==> src/rtl/hazard_pkg.sv <==
// Shared types and constants for the hazard/forwarding scoreboard.
// Entry fields are sized for the widest supported register file and pipeline.
package hazard_pkg;

  localparam int SB_RD_W  = 8;
  localparam int SB_STG_W = 8;
  localparam int CNT_W    = 32;
  localparam int FWD_RF   = 0;

  typedef struct packed {
    logic                valid;
    logic [SB_RD_W-1:0]  rd;
    logic [SB_STG_W-1:0] ready_stage;
  } sb_entry_t;

  function automatic logic [CNT_W-1:0] sat_inc(input logic [CNT_W-1:0] c);
    return (c == '1) ? c : c + CNT_W'(1);
  endfunction

endpackage

==> src/rtl/hazard_src_match.sv <==
// Compares one source register against every in-flight writer; the youngest
// (lowest stage) match decides whether the operand is forwardable or must stall.
module hazard_src_match
  import hazard_pkg::*;
#(
  parameter int DEPTH      = 3,
  parameter int REG_ADDR_W = 5,
  parameter int ZERO_REG   = 31,
  parameter int SEL_W      = $clog2(DEPTH + 1)
) (
  input  sb_entry_t [DEPTH-1:0]  entries_i,
  input  logic [REG_ADDR_W-1:0]  src_i,
  input  logic                   used_i,
  output logic                   hit_o,
  output logic                   ready_o,
  output logic [SEL_W-1:0]       sel_o
);

  logic             hit;
  logic             ready;
  logic [SEL_W-1:0] sel;

  // Scan oldest to youngest so the youngest match overwrites older ones.
  always_comb begin
    hit   = 1'b0;
    ready = 1'b0;
    sel   = SEL_W'(FWD_RF);
    if (used_i && (src_i != REG_ADDR_W'(ZERO_REG))) begin
      for (int k = DEPTH; k >= 1; k--) begin
        if (entries_i[k-1].valid && (entries_i[k-1].rd == SB_RD_W'(src_i))) begin
          hit   = 1'b1;
          ready = (k >= int'(entries_i[k-1].ready_stage));
          sel   = ready ? SEL_W'(k) : SEL_W'(FWD_RF);
        end
      end
    end
  end

  assign hit_o   = hit;
  assign ready_o = ready;
  assign sel_o   = sel;

endmodule

==> src/rtl/hazard_scoreboard.sv <==
// Scoreboard of in-flight writers between Decode and ID->EX: selects forwarded
// operands, raises load-use stalls, squashes young entries on taken branches.
module hazard_scoreboard
  import hazard_pkg::*;
#(
  parameter int DATA_W      = 64,
  parameter int REG_ADDR_W  = 5,
  parameter int ZERO_REG    = 31,
  parameter int DEPTH       = 3,
  parameter int LOAD_LAT    = 1,
  parameter int FLUSH_DEPTH = 2,
  parameter int SEL_W       = $clog2(DEPTH + 1)
) (
  input  logic                    clk,
  input  logic                    reset,
  input  logic                    id_valid_i,
  input  logic [REG_ADDR_W-1:0]   id_rs1_i,
  input  logic [REG_ADDR_W-1:0]   id_rs2_i,
  input  logic                    id_rs1_used_i,
  input  logic                    id_rs2_used_i,
  input  logic [REG_ADDR_W-1:0]   id_rd_i,
  input  logic                    id_rd_we_i,
  input  logic                    id_is_load_i,
  input  logic                    hold_i,
  input  logic                    flush_i,
  input  logic [DATA_W-1:0]       rf_data_a_i,
  input  logic [DATA_W-1:0]       rf_data_b_i,
  input  logic [DEPTH*DATA_W-1:0] stage_data_i,
  output logic                    stall_o,
  output logic [SEL_W-1:0]        fwd_sel_a_o,
  output logic [SEL_W-1:0]        fwd_sel_b_o,
  output logic [DATA_W-1:0]       fwd_data_a_o,
  output logic [DATA_W-1:0]       fwd_data_b_o,
  output logic [CNT_W-1:0]        stall_count_o,
  output logic [CNT_W-1:0]        flush_count_o
);

  sb_entry_t [DEPTH-1:0] entries_q, entries_d;
  logic [CNT_W-1:0]      stall_count_q, stall_count_d;
  logic [CNT_W-1:0]      flush_count_q, flush_count_d;

  logic             hit_a, ready_a, hit_b, ready_b;
  logic [SEL_W-1:0] sel_a, sel_b;
  sb_entry_t        id_entry;

  hazard_src_match #(
    .DEPTH      (DEPTH),
    .REG_ADDR_W (REG_ADDR_W),
    .ZERO_REG   (ZERO_REG),
    .SEL_W      (SEL_W)
  ) u_match_a (
    .entries_i (entries_q),
    .src_i     (id_rs1_i),
    .used_i    (id_rs1_used_i),
    .hit_o     (hit_a),
    .ready_o   (ready_a),
    .sel_o     (sel_a)
  );

  hazard_src_match #(
    .DEPTH      (DEPTH),
    .REG_ADDR_W (REG_ADDR_W),
    .ZERO_REG   (ZERO_REG),
    .SEL_W      (SEL_W)
  ) u_match_b (
    .entries_i (entries_q),
    .src_i     (id_rs2_i),
    .used_i    (id_rs2_used_i),
    .hit_o     (hit_b),
    .ready_o   (ready_b),
    .sel_o     (sel_b)
  );

  // A squashed ID instruction must never stall the pipe.
  assign stall_o = id_valid_i && !flush_i &&
                   ((hit_a && !ready_a) || (hit_b && !ready_b));

  assign fwd_sel_a_o = sel_a;
  assign fwd_sel_b_o = sel_b;

  always_comb begin
    fwd_data_a_o = rf_data_a_i;
    fwd_data_b_o = rf_data_b_i;
    for (int k = 1; k <= DEPTH; k++) begin
      if (sel_a == SEL_W'(k)) fwd_data_a_o = stage_data_i[(k-1)*DATA_W +: DATA_W];
      if (sel_b == SEL_W'(k)) fwd_data_b_o = stage_data_i[(k-1)*DATA_W +: DATA_W];
    end
  end

  always_comb begin
    id_entry.valid       = id_valid_i && id_rd_we_i && (id_rd_i != REG_ADDR_W'(ZERO_REG));
    id_entry.rd          = SB_RD_W'(id_rd_i);
    id_entry.ready_stage = id_is_load_i ? SB_STG_W'(1 + LOAD_LAT) : SB_STG_W'(1);
  end

  always_comb begin
    entries_d     = entries_q;
    stall_count_d = stall_count_q;
    flush_count_d = flush_count_q;
    if (hold_i) begin
      entries_d = entries_q;
    end else if (flush_i) begin
      // Writers beyond the branch stage survive; everything younger is squashed.
      for (int k = FLUSH_DEPTH; k < DEPTH; k++) entries_d[k] = entries_q[k-1];
      for (int k = 0; k < FLUSH_DEPTH; k++) entries_d[k] = '0;
      flush_count_d = sat_inc(flush_count_q);
    end else begin
      for (int k = 1; k < DEPTH; k++) entries_d[k] = entries_q[k-1];
      if (stall_o) begin
        entries_d[0]  = '0;
        stall_count_d = sat_inc(stall_count_q);
      end else begin
        entries_d[0] = id_entry;
      end
    end
  end

  always_ff @(posedge clk or posedge reset) begin
    if (reset) begin
      entries_q     <= '0;
      stall_count_q <= '0;
      flush_count_q <= '0;
    end else begin
      entries_q     <= entries_d;
      stall_count_q <= stall_count_d;
      flush_count_q <= flush_count_d;
    end
  end

  assign stall_count_o = stall_count_q;
  assign flush_count_o = flush_count_q;

endmodule

==> config.mk <==
export PLATFORM = sky130hd
export DESIGN_NAME = hazard_scoreboard
export DESIGN_NICKNAME = d
export VERILOG_FILES = /design/src/rtl/hazard_pkg.sv /design/src/rtl/hazard_src_match.sv /design/src/rtl/hazard_scoreboard.sv
export SDC_FILE = /design/constraint.sdc
export NUM_CORES = 1
export LEC_CHECK = 0
export CAP_MARGIN = 20
export CORE_AREA = 2 2 213 215
export CTS_BUF_LIST = sky130_fd_sc_hd__clkbuf_8
export DETAILED_ROUTE_END_ITERATION = 7
export DIE_AREA = 0 0 215 217
export GPL_ROUTABILITY_DRIVEN = 1
export PLACE_DENSITY = 0.51
export SLEW_MARGIN = 20
export SYNTH_ARGS = -nofsm -noshare
export SYNTH_HDL_FRONTEND = slang
export SYNTH_SLANG_ARGS = --single-unit
==> constraint.sdc <==
create_clock -name clk -period 8.72 [get_ports clk]
set_clock_uncertainty 0.2 [all_clocks]
set_input_delay 1.744 -clock clk [delete_from_list [all_inputs] [get_ports clk]]
set_output_delay 1.744 -clock clk [all_outputs]
set_load 0.02 [all_outputs]
# ---- Yosys cells after proc, flatten, opt, wreduce, memory -nomap -nowiden
# Cells that the tools add are included.
dict set report word_totals {
  inputBits 344
  regBits 115
}
dict set report classes {
  n_addsub 2
  n_bitwise 4
  magnitude_cmp 3
  eq_ne 17
  reduce_logical 20
  muxes 36
}
# operator n
set ops {}
lappend ops {{64-bit two-way mux} 6}
lappend ops {{32-bit by 1-bit adder with 32-bit output, second input constant} 2}
lappend ops {{32-bit equality test, second input constant} 2}
lappend ops {{8-bit by 5-bit equality test with 1-bit output} 6}
lappend ops {{34-bit two-way mux} 1}
lappend ops {{2-bit two-way mux} 11}
lappend ops {{1-bit two-way mux} 17}
lappend ops {{17-bit two-way mux} 1}
lappend ops {{2-bit by 8-bit >= comparator with 1-bit output, first input constant} 2}
lappend ops {{5-bit inequality test, second input constant} 3}
lappend ops {{1-bit logical AND} 14}
lappend ops {{2-bit equality test, second input constant} 4}
lappend ops {{1-bit by 8-bit >= comparator with 1-bit output, first input constant} 1}
lappend ops {{2-bit by 1-bit equality test with 1-bit output, second input constant} 2}
lappend ops {{1-bit inverter} 4}
lappend ops {{4-bit AND reduction} 1}
lappend ops {{1-bit zero test} 3}
lappend ops {{3-bit AND reduction} 1}
lappend ops {{1-bit logical OR} 1}

# ---- Depth between registers and ports, before layout
# Gate-level depths: netlist of the first run.
dict set report depth {
  ltp_word 12
  mapped_depth 9
  depth_no_buf 8
}

# ---- Modules after synthesis
# A second synthesis of the first run with hierarchy kept.
dict set report unflattened {
  hier_cells 630
  hier_area_um2 7888.8
}
# mod seq_area_each_um2 cells_each area_each_um2 instances
set modules_own_cells {}
lappend modules_own_cells {hazard_scoreboard 2202.1 542 7205.7 1}
lappend modules_own_cells {hazard_src_match 0.0 44 341.6 2}

# ---- Least setup slack after synthesis of the first run
# Ideal clock, no wire load.
dict set report synth_path {
  path_type {input -> output}
  start {input port id_rs1_i[1]}
  end {output port fwd_data_a_o[10]}
  path_slack_ns 3.269
  required_time_ns 6.776
  arrival_ns 3.507
  path_stages 9
  cell_sequence {xor2_1 -> nor4_1 -> nand3_1 -> nor2_1 -> a21oi_1 -> nor3_1 -> buf_2 -> buf_2 -> mux2i_1}
}
dict set report synth_between {
  elab_chain_cells 10
}
# item line_no
set synth_lines {}
lappend synth_lines {{start, declared} hazard_scoreboard.sv:17} ;# input logic [REG_ADDR_W-1:0] id_rs1_i,
lappend synth_lines {{8-bit by 5-bit equality test with 1-bit output} hazard_src_match.sv:30} ;# if (entries_i[k-1].valid && (entries_i[k-1].rd == SB_RD_W'(src_i))) begin
lappend synth_lines {{1-bit logical AND} hazard_src_match.sv:30}
lappend synth_lines {{2-bit two-way mux (3 in series)} hazard_src_match.sv:30}
lappend synth_lines {{2-bit two-way mux (*)} hazard_src_match.sv:28} ;# if (used_i && (src_i != REG_ADDR_W'(ZERO_REG))) begin
lappend synth_lines {{2-bit by 1-bit equality test with 1-bit output} hazard_scoreboard.sv:85} ;# if (sel_a == SEL_W'(k)) fwd_data_a_o = stage_data_i[(k-1)*DATA_W +: DATA_W];
lappend synth_lines {{64-bit two-way mux (2 in series)} hazard_scoreboard.sv:85}
lappend synth_lines {{64-bit two-way mux (*)} hazard_scoreboard.sv:85}
lappend synth_lines {{end, declared} hazard_scoreboard.sv:32} ;# output logic [DATA_W-1:0] fwd_data_a_o,
# Mark *: on every way between the ends. The rest lies on a longest branch, timed or not.

# ---- Worst setup path after layout of the first run
dict set report layout_path {
  start {input port id_rs2_i[1]}
  end {output port fwd_data_b_o[0]}
}
dict set report layout_between {
  elab_chain_cells 10
}
# item line_no
set layout_lines {}
lappend layout_lines {{start, declared} hazard_scoreboard.sv:18} ;# input logic [REG_ADDR_W-1:0] id_rs2_i,
lappend layout_lines {{8-bit by 5-bit equality test with 1-bit output} hazard_src_match.sv:30}
lappend layout_lines {{1-bit logical AND} hazard_src_match.sv:30}
lappend layout_lines {{2-bit two-way mux (3 in series)} hazard_src_match.sv:30}
lappend layout_lines {{2-bit two-way mux (*)} hazard_src_match.sv:28}
lappend layout_lines {{2-bit by 1-bit equality test with 1-bit output} hazard_scoreboard.sv:86} ;# if (sel_b == SEL_W'(k)) fwd_data_b_o = stage_data_i[(k-1)*DATA_W +: DATA_W];
lappend layout_lines {{64-bit two-way mux (2 in series)} hazard_scoreboard.sv:86}
lappend layout_lines {{64-bit two-way mux (*)} hazard_scoreboard.sv:86}
lappend layout_lines {{end, declared} hazard_scoreboard.sv:33} ;# output logic [DATA_W-1:0] fwd_data_b_o,
# Marked as above.

==> results of run 1 <==
==> cells by family (layout without fill, tap and decap cells) <==
kind of cell	count (synthesis)	in the layout	synth area share, %
AND/OR/NAND/NOR	330	330	18.33
other	0	17	0
XOR/XNOR	92	92	9.674
adder cells (fa/ha/maj)	2	2	0.3004
AO/OA/AOI/OAI	223	223	17.05
buffers and inverters	80	585	4.792
multiplexers	199	199	24.02
flip-flops	86	86	25.84
==> flip-flops by register name, indices dropped and copies added, names as in the netlist <==
name	count
flush_count_o	32
stall_count_o	32
entries_q	22
==> cells in the final DEF, fill, tap and decap left out, types with 3 or more instances in the layout <==
cell             count
a21o_1              64
a21oi_1              3
a22o_1               7
a31oi_1             64
and2_1               4
and3_1               5
and4_1               7
buf_4               13
clkbuf_8             9
clkdlybuf4s50_1    540
dfrtp_1             86
diode_2             17
inv_1               14
mux2_2               7
mux2i_1            192
nand2_1            173
nand2b_1             7
nand3_1             27
nand4_1             21
nor2_1              33
nor3_1              25
nor3_2               3
nor3b_1              4
nor4_1               5
o211ai_1             4
o21ai_0             71
o21ai_1              3
or3_1                4
xnor2_1             44
xor2_1              48
==> path summary, 6_finish.rpt <==
path | from | endpoint | slack [ns]
max | id_rs2_i[1] | fwd_data_b_o[0] | 1.46
min | stall_count_o[10] | stall_count_o[10] | 0.29
max reg2reg | entries_q[11] | stall_count_o[20] | 5.67
min reg2reg | stall_count_o[10] | stall_count_o[10] | 0.29
max in group asynchronous | reset | entries_q[18] | 6.03
min in group asynchronous | reset | flush_count_o[25] | 1.35
==> cell type report <==
cell class / instances / area share [%]
antenna: 17 / 0.2916
sequential: 86 / 14.75
inverter: 14 / 0.3688
clock inverter: 6 / 0.6003
clock buffer: 9 / 0.8491
timing repair buffer: 556 / 38.07
multi-input combinational: 846 / 39.92
tap: 600 / 5.146
==> synthesized netlist by cell type, drive strengths merged <==
cell,number
nor2,34
xnor2,44
a211o,2
mux2i,192
and3,5
nand2b,8
o31ai,1
a21oi,4
a22o,7
o21ai,75
buf,32
nand2,174
dfrtp,86
nor3,29
or3,5
ha,2
and2,4
a21o,64
clkbuf,34
mux2,7
and4,7
nor2b,1
xor2,48
nor3b,4
inv,14
a21boi,1
nor4,8
or3b,1
or2,2
nand3,27
nand4,21
o211ai,5
a31oi,64
==> per-layer routing <==
layer / global-route usage (%) / wire, um / up-vias
li1: - / - / 4651
met1: 26.48 / 21550 / 4986
met2: 34.20 / 24460 / 493
met3: 5.059 / 4018 / 58
met4: 6.575 / 1209 / 8
met5: 0 / 48 / -
==> per-stage QoR <==
| step | setup slack [ns] | std cells |
|---|---|---|
| floorplan | 3.269 | 1012 |
| global placement | 1.397 | 2100 |
| detailed placement | 1.417 | 2102 |
| CTS | 1.404 | 2117 |
| global route | 1.254 | 2131 |
| finish | 1.459 | 2134 |
==> where the power goes <==
group	leakage [nW]	switching [mW]	internal [mW]
clock network	0.103	0.151	0.160
logic	4.87	0.204	0.274
registers	1.15	0.0369	0.418
==> worst max-delay path, cell delays in order <==
cell and delay [ns]:
clkdlybuf4s50_1 0.60, nand3_1 0.12, o21ai_1 0.63, nor2_1 0.11
nand2_2 0.62, buf_4 0.41, nand2_1 0.09, a31oi_1 0.18
a21o_1 0.18, clkdlybuf4s50_1 0.63
==> results.yml, run 1 <==
run_status:
  status: "completed"
placement:
  placed_cell_area_um2: 14330
  place_congestion: 0.9870
  hpwl_mm: 40.74
  io_buffers: 540
worst_setup_path:
  r2r_cells: 7
  arrival_ns: 5.32
  cp_max_fo: 33
  crit_type: "input port to output port"
  end_kind: "output port"
  required_ns: 6.78
  critPathLaunchType: "input port"
timing:
  fin_hold_ws_ns: 0.2937
  setup_violations: 0
  rsz0062_at_grt: "false"
  fin_crit_ns: 7.261
  worst_pin_slew_ns: 1.055
  relSlewSlack_pct: 29.35
  hold_viol: 0
  final-max-slew-violation-count: 0
  timing.final.crit_share_pct: 83.27
  finalSetupTns_ns: 0
  fmax_ghz: 0.1377
clocking:
  clkLatencyLatePin_ns: 0.36
  clk_pin_slew_worst_paths_ns: 0.09
  root_buffer: "clkbuf_8"
  cts_tree: "built"
  cts_max_level: 3
  cts_hold_buf: 0
  numCtsBuffers: 9
  cts_buffer_depth: 2
  post_cts_resized: 0
  clock-sinks: 86
  postCtsSetupBuffers: 0
logic_synthesis:
  ys_ff_latch: 86
  synth_nets: 1358
  syn-cell-area_um2: 8329
  yosysTopAreaCell: "dfrtp_1"
  synth_cell_type_count: 42
  yosysWarnings: 0
  yosys.area.top_type_share_pct: 25.84
  yosys-top-cells-area: "dfrtp_1, mux2i_1, nand2_1, a21o_1, xor2_1"
  postSynthCellCount: 1012
  syn_area_per_cell_um2: 8.230
  synth_seq_area_share_pct: 25.84
power_and_ir_drop:
  vdd_ir_drop_max_mv: 0.07853
  power.leakage_nw: 6.129
  p_per_area_nw_per_um2: 85.29
  p_total_mw: 1.244
cells_and_area:
  fin_nets: 1859
  fin_util_pct: 32.64
  multi_input_area_um2: 5824
  regArea_um2: 2152
  nFillCells: 4738
  drive_gt1_share_pct: 3.691
  fin_area_um2: 14590
  synthToLayoutAreaGrowth_pct: 75.15
die:
  die-height_um: 217
  dieArea_um2: 46660
  io_pins: 541
  placementRows: 78
  start_util_pct: 18.63
  die_x_um: 215
  core-area_um2: 44700
routing:
  dr.first_iter.drc_count: 856
  vias: 10200
  drc: 0
  wire_per_inst_um: 24.03
  ant_nets: 0
  drt_pass1_iterations: 5
  wl_mm: 51.29
  viasPerCell: 4.778
worst_hold_path:
  holdPathStages: 1
  holdCritPathClass: "register to register"
grt:
  grt_use_total_pct: 20.68
  antenna_found_initial: 35
  grt_pass1_wl_mm: 72.33
  overflow: 0
  first_global_vias: 9996
  grt_max_degree: 84
flow_run:
  maxCapViolations: 0
No activity file was read; power rests on OpenSTA's default activity.
==> run 2: changes to the inputs <==
Settings changed: CORE_AREA 2 2 213 215 to 2 2 208 210, DIE_AREA 0 0 215 217 to 0 0 210 212, PLACE_DENSITY 0.51 to 0.55.
Clock period 8.72 ns to 6.65 ns, I/O delays scaled along.
==> run 2 against run 1 <==
Compared with the run above:
- register-to-register slack got worse by 2.1 ns
- final cell count decreased by 2.2%
- die area decreased by 4.6%
- count of clock-buffer cells in the layout unchanged
- highest routed layer unchanged
==> results.yml, run 2 (synthesis results as in run 1) <==
run_status:
  status: "completed"
worst_setup_path:
  slowest_delay_ns: 0.64
  r2r_cells: 8
  crit_start: "id_rs2_i[3]"
  critPathLaunchType: "input port"
  crit_top_cell: "clkdlybuf4s50_1"
  cp_max_fo: 26
  required_ns: 5.12
  arrival_ns: 4.64
  r2r_slack_ns: 3.61
  rr_startpoint: "entries_q[8]"
  crit_type: "input port to output port"
  worstReg2RegEnd: "stall_count_o[25]"
  slowest_stage: "clkdlybuf4s50_1"
  path_cells: "clkdlybuf4s50_1, xor2_1, nor3b_1, a211o_1, a211o_2, nand2b_4, buf_12, a31oi_1, a21o_1, clkdlybuf4s50_1"
  end_kind: "output port"
power_and_ir_drop:
  p_per_area_nw_per_um2: 110.8
  vdd_ir_drop_max_mv: 0.1270
  power.leakage_nw: 6.197
clocking:
  cts_tree: "built"
  cts_max_level: 3
  cts_buffer_depth: 2
  cts_hold_buf: 0
  post_cts_resized: 0
  numCtsBuffers: 9
  clock-sinks: 86
  postCtsSetupBuffers: 0
  clkLatencyLatePin_ns: 0.37
  root_buffer: "clkbuf_8"
  clk_pin_slew_worst_paths_ns: 0.09
routing:
  ant_nets: 0
  wl_met2_mm: 23.26
  vias: 10100
  drt_pass1_iterations: 5
  dr.max_layer_used: "met5"
  viasPerCell: 4.835
  drc: 0
  met3_length_mm: 4.966
  wl_mm: 49.09
  dr.first_iter.drc_count: 730
  wire_per_inst_um: 23.51
  drt-met1-wl_mm: 19.86
placement:
  pre_cts_slack_ns: 0.4884
  place_congestion: 0.9487
  io_buffers: 540
  hpwl_mm: 38.64
timing:
  final-max-slew-violation-count: 0
  setup_violations: 0
  finalSetupTns_ns: 0
  relSlewSlack_pct: 35.77
  hold_viol: 0
  fmax_ghz: 0.1621
  setup_slack_ns: 0.4828
  timing.final.crit_share_pct: 92.74
  worst_pin_slew_ns: 0.9592
  fin_crit_ns: 6.167
  rsz0062_at_grt: "false"
cells_and_area:
  multi_input_area_um2: 5824
  fin_util_pct: 34.44
  layout_commonest_cell: "clkdlybuf4s50_1"
  nFillCells: 4422
  regArea_um2: 2152
  drive_gt1_share_pct: 4.262
  fin_nets: 1867
  synthToLayoutAreaGrowth_pct: 75.75
  mostFrequentLayoutCells: "clkdlybuf4s50_1, mux2i_1, nand2_1"
worst_hold_path:
  holdPathEnd: "flush_count_o[20]"
  holdCritPathClass: "register to register"
  min-delay-start: "flush_count_o[20]"
  holdPathStages: 1
grt:
  overflow: 0
  antenna_found_initial: 29
  grt_use_total_pct: 20.78
  grt_max_degree: 66
  grt_pass1_wl_mm: 69.01
  first_global_vias: 9934
die:
  io_pins: 541
  die-height_um: 212
  core-area_um2: 42510
  die_x_um: 210
  dieArea_um2: 44520
  placementRows: 76
  start_util_pct: 19.60
flow_run:
  maxCapViolations: 0
## run 2: metrics by stage
| stage | cell area (um^2) | hold slack (ns) | power [mW] | instances |
|---|---|---|---|---|
| global placement | 14380 | 0.2767 | 1.218 | 2055 |
| global route | 14630 | 0.3210 | 1.701 | 2083 |
| CTS | 14600 | 0.2996 | 1.634 | 2071 |
| floorplan | 8329 | 0.2728 | 0.8171 | 1012 |
| detailed placement | 14380 | 0.2800 | 1.222 | 2056 |
| finish | 14640 | 0.2990 | 1.622 | 2088 |
## run 2: cell type report
class | instances | area share [%]
inverter | 14 | 0.3675
timing repair buffer | 564 | 38.74
multi-input combinational | 846 | 39.79
clock inverter | 6 | 0.6068
tap | 546 | 4.667
clock buffer | 9 | 0.8462
antenna | 17 | 0.2906
sequential | 86 | 14.70
## run 2: worst max path at each step
| stage | end | slack [ns] | cells past startpoint |
|---|---|---|---|
| 2_1_floorplan | fwd_data_a_o[10] | 2.03 | 9 |
| 3_3_place_gp | fwd_data_b_o[63] | 0.56 | 10 |
| 3_5_place_dp | fwd_data_b_o[63] | 0.49 | 10 |
| 4_1_cts | fwd_data_b_o[63] | 0.48 | 10 |
| 5_1_grt | fwd_data_b_o[47] | 0.27 | 10 |
| 6_report | fwd_data_b_o[47] | 0.48 | 10 |
## run 2: critical path, delay by kind of cell
family          cells  cell delay [ns]
buf+inv             3             1.51
compound gates      4             1.10
simple gates        2             0.44
xor+xnor            1             0.23
## run 2: where the power goes
part           leakage [nW]  internal (mW)  switching, mW  total, mW
sequential             1.15          0.548         0.0459      0.594
clock                 0.107          0.210          0.196      0.406
combinational          4.93          0.360          0.263      0.623
total                  6.20           1.12          0.505       1.62
## run 2: metal layers
layer	track usage [%]	vias up
li1	-	4665
met3	7.134	63
met2	34.12	467
met1	25.79	4890
met4	5.992	10
met5	0	-
==> run 3: changes to the inputs <==
Settings changed: ABC_CLOCK_PERIOD_IN_PS set to 6650.
==> results of run 3 <==
Same layout as run 2: the final DEF is identical, and so are final timing and power.
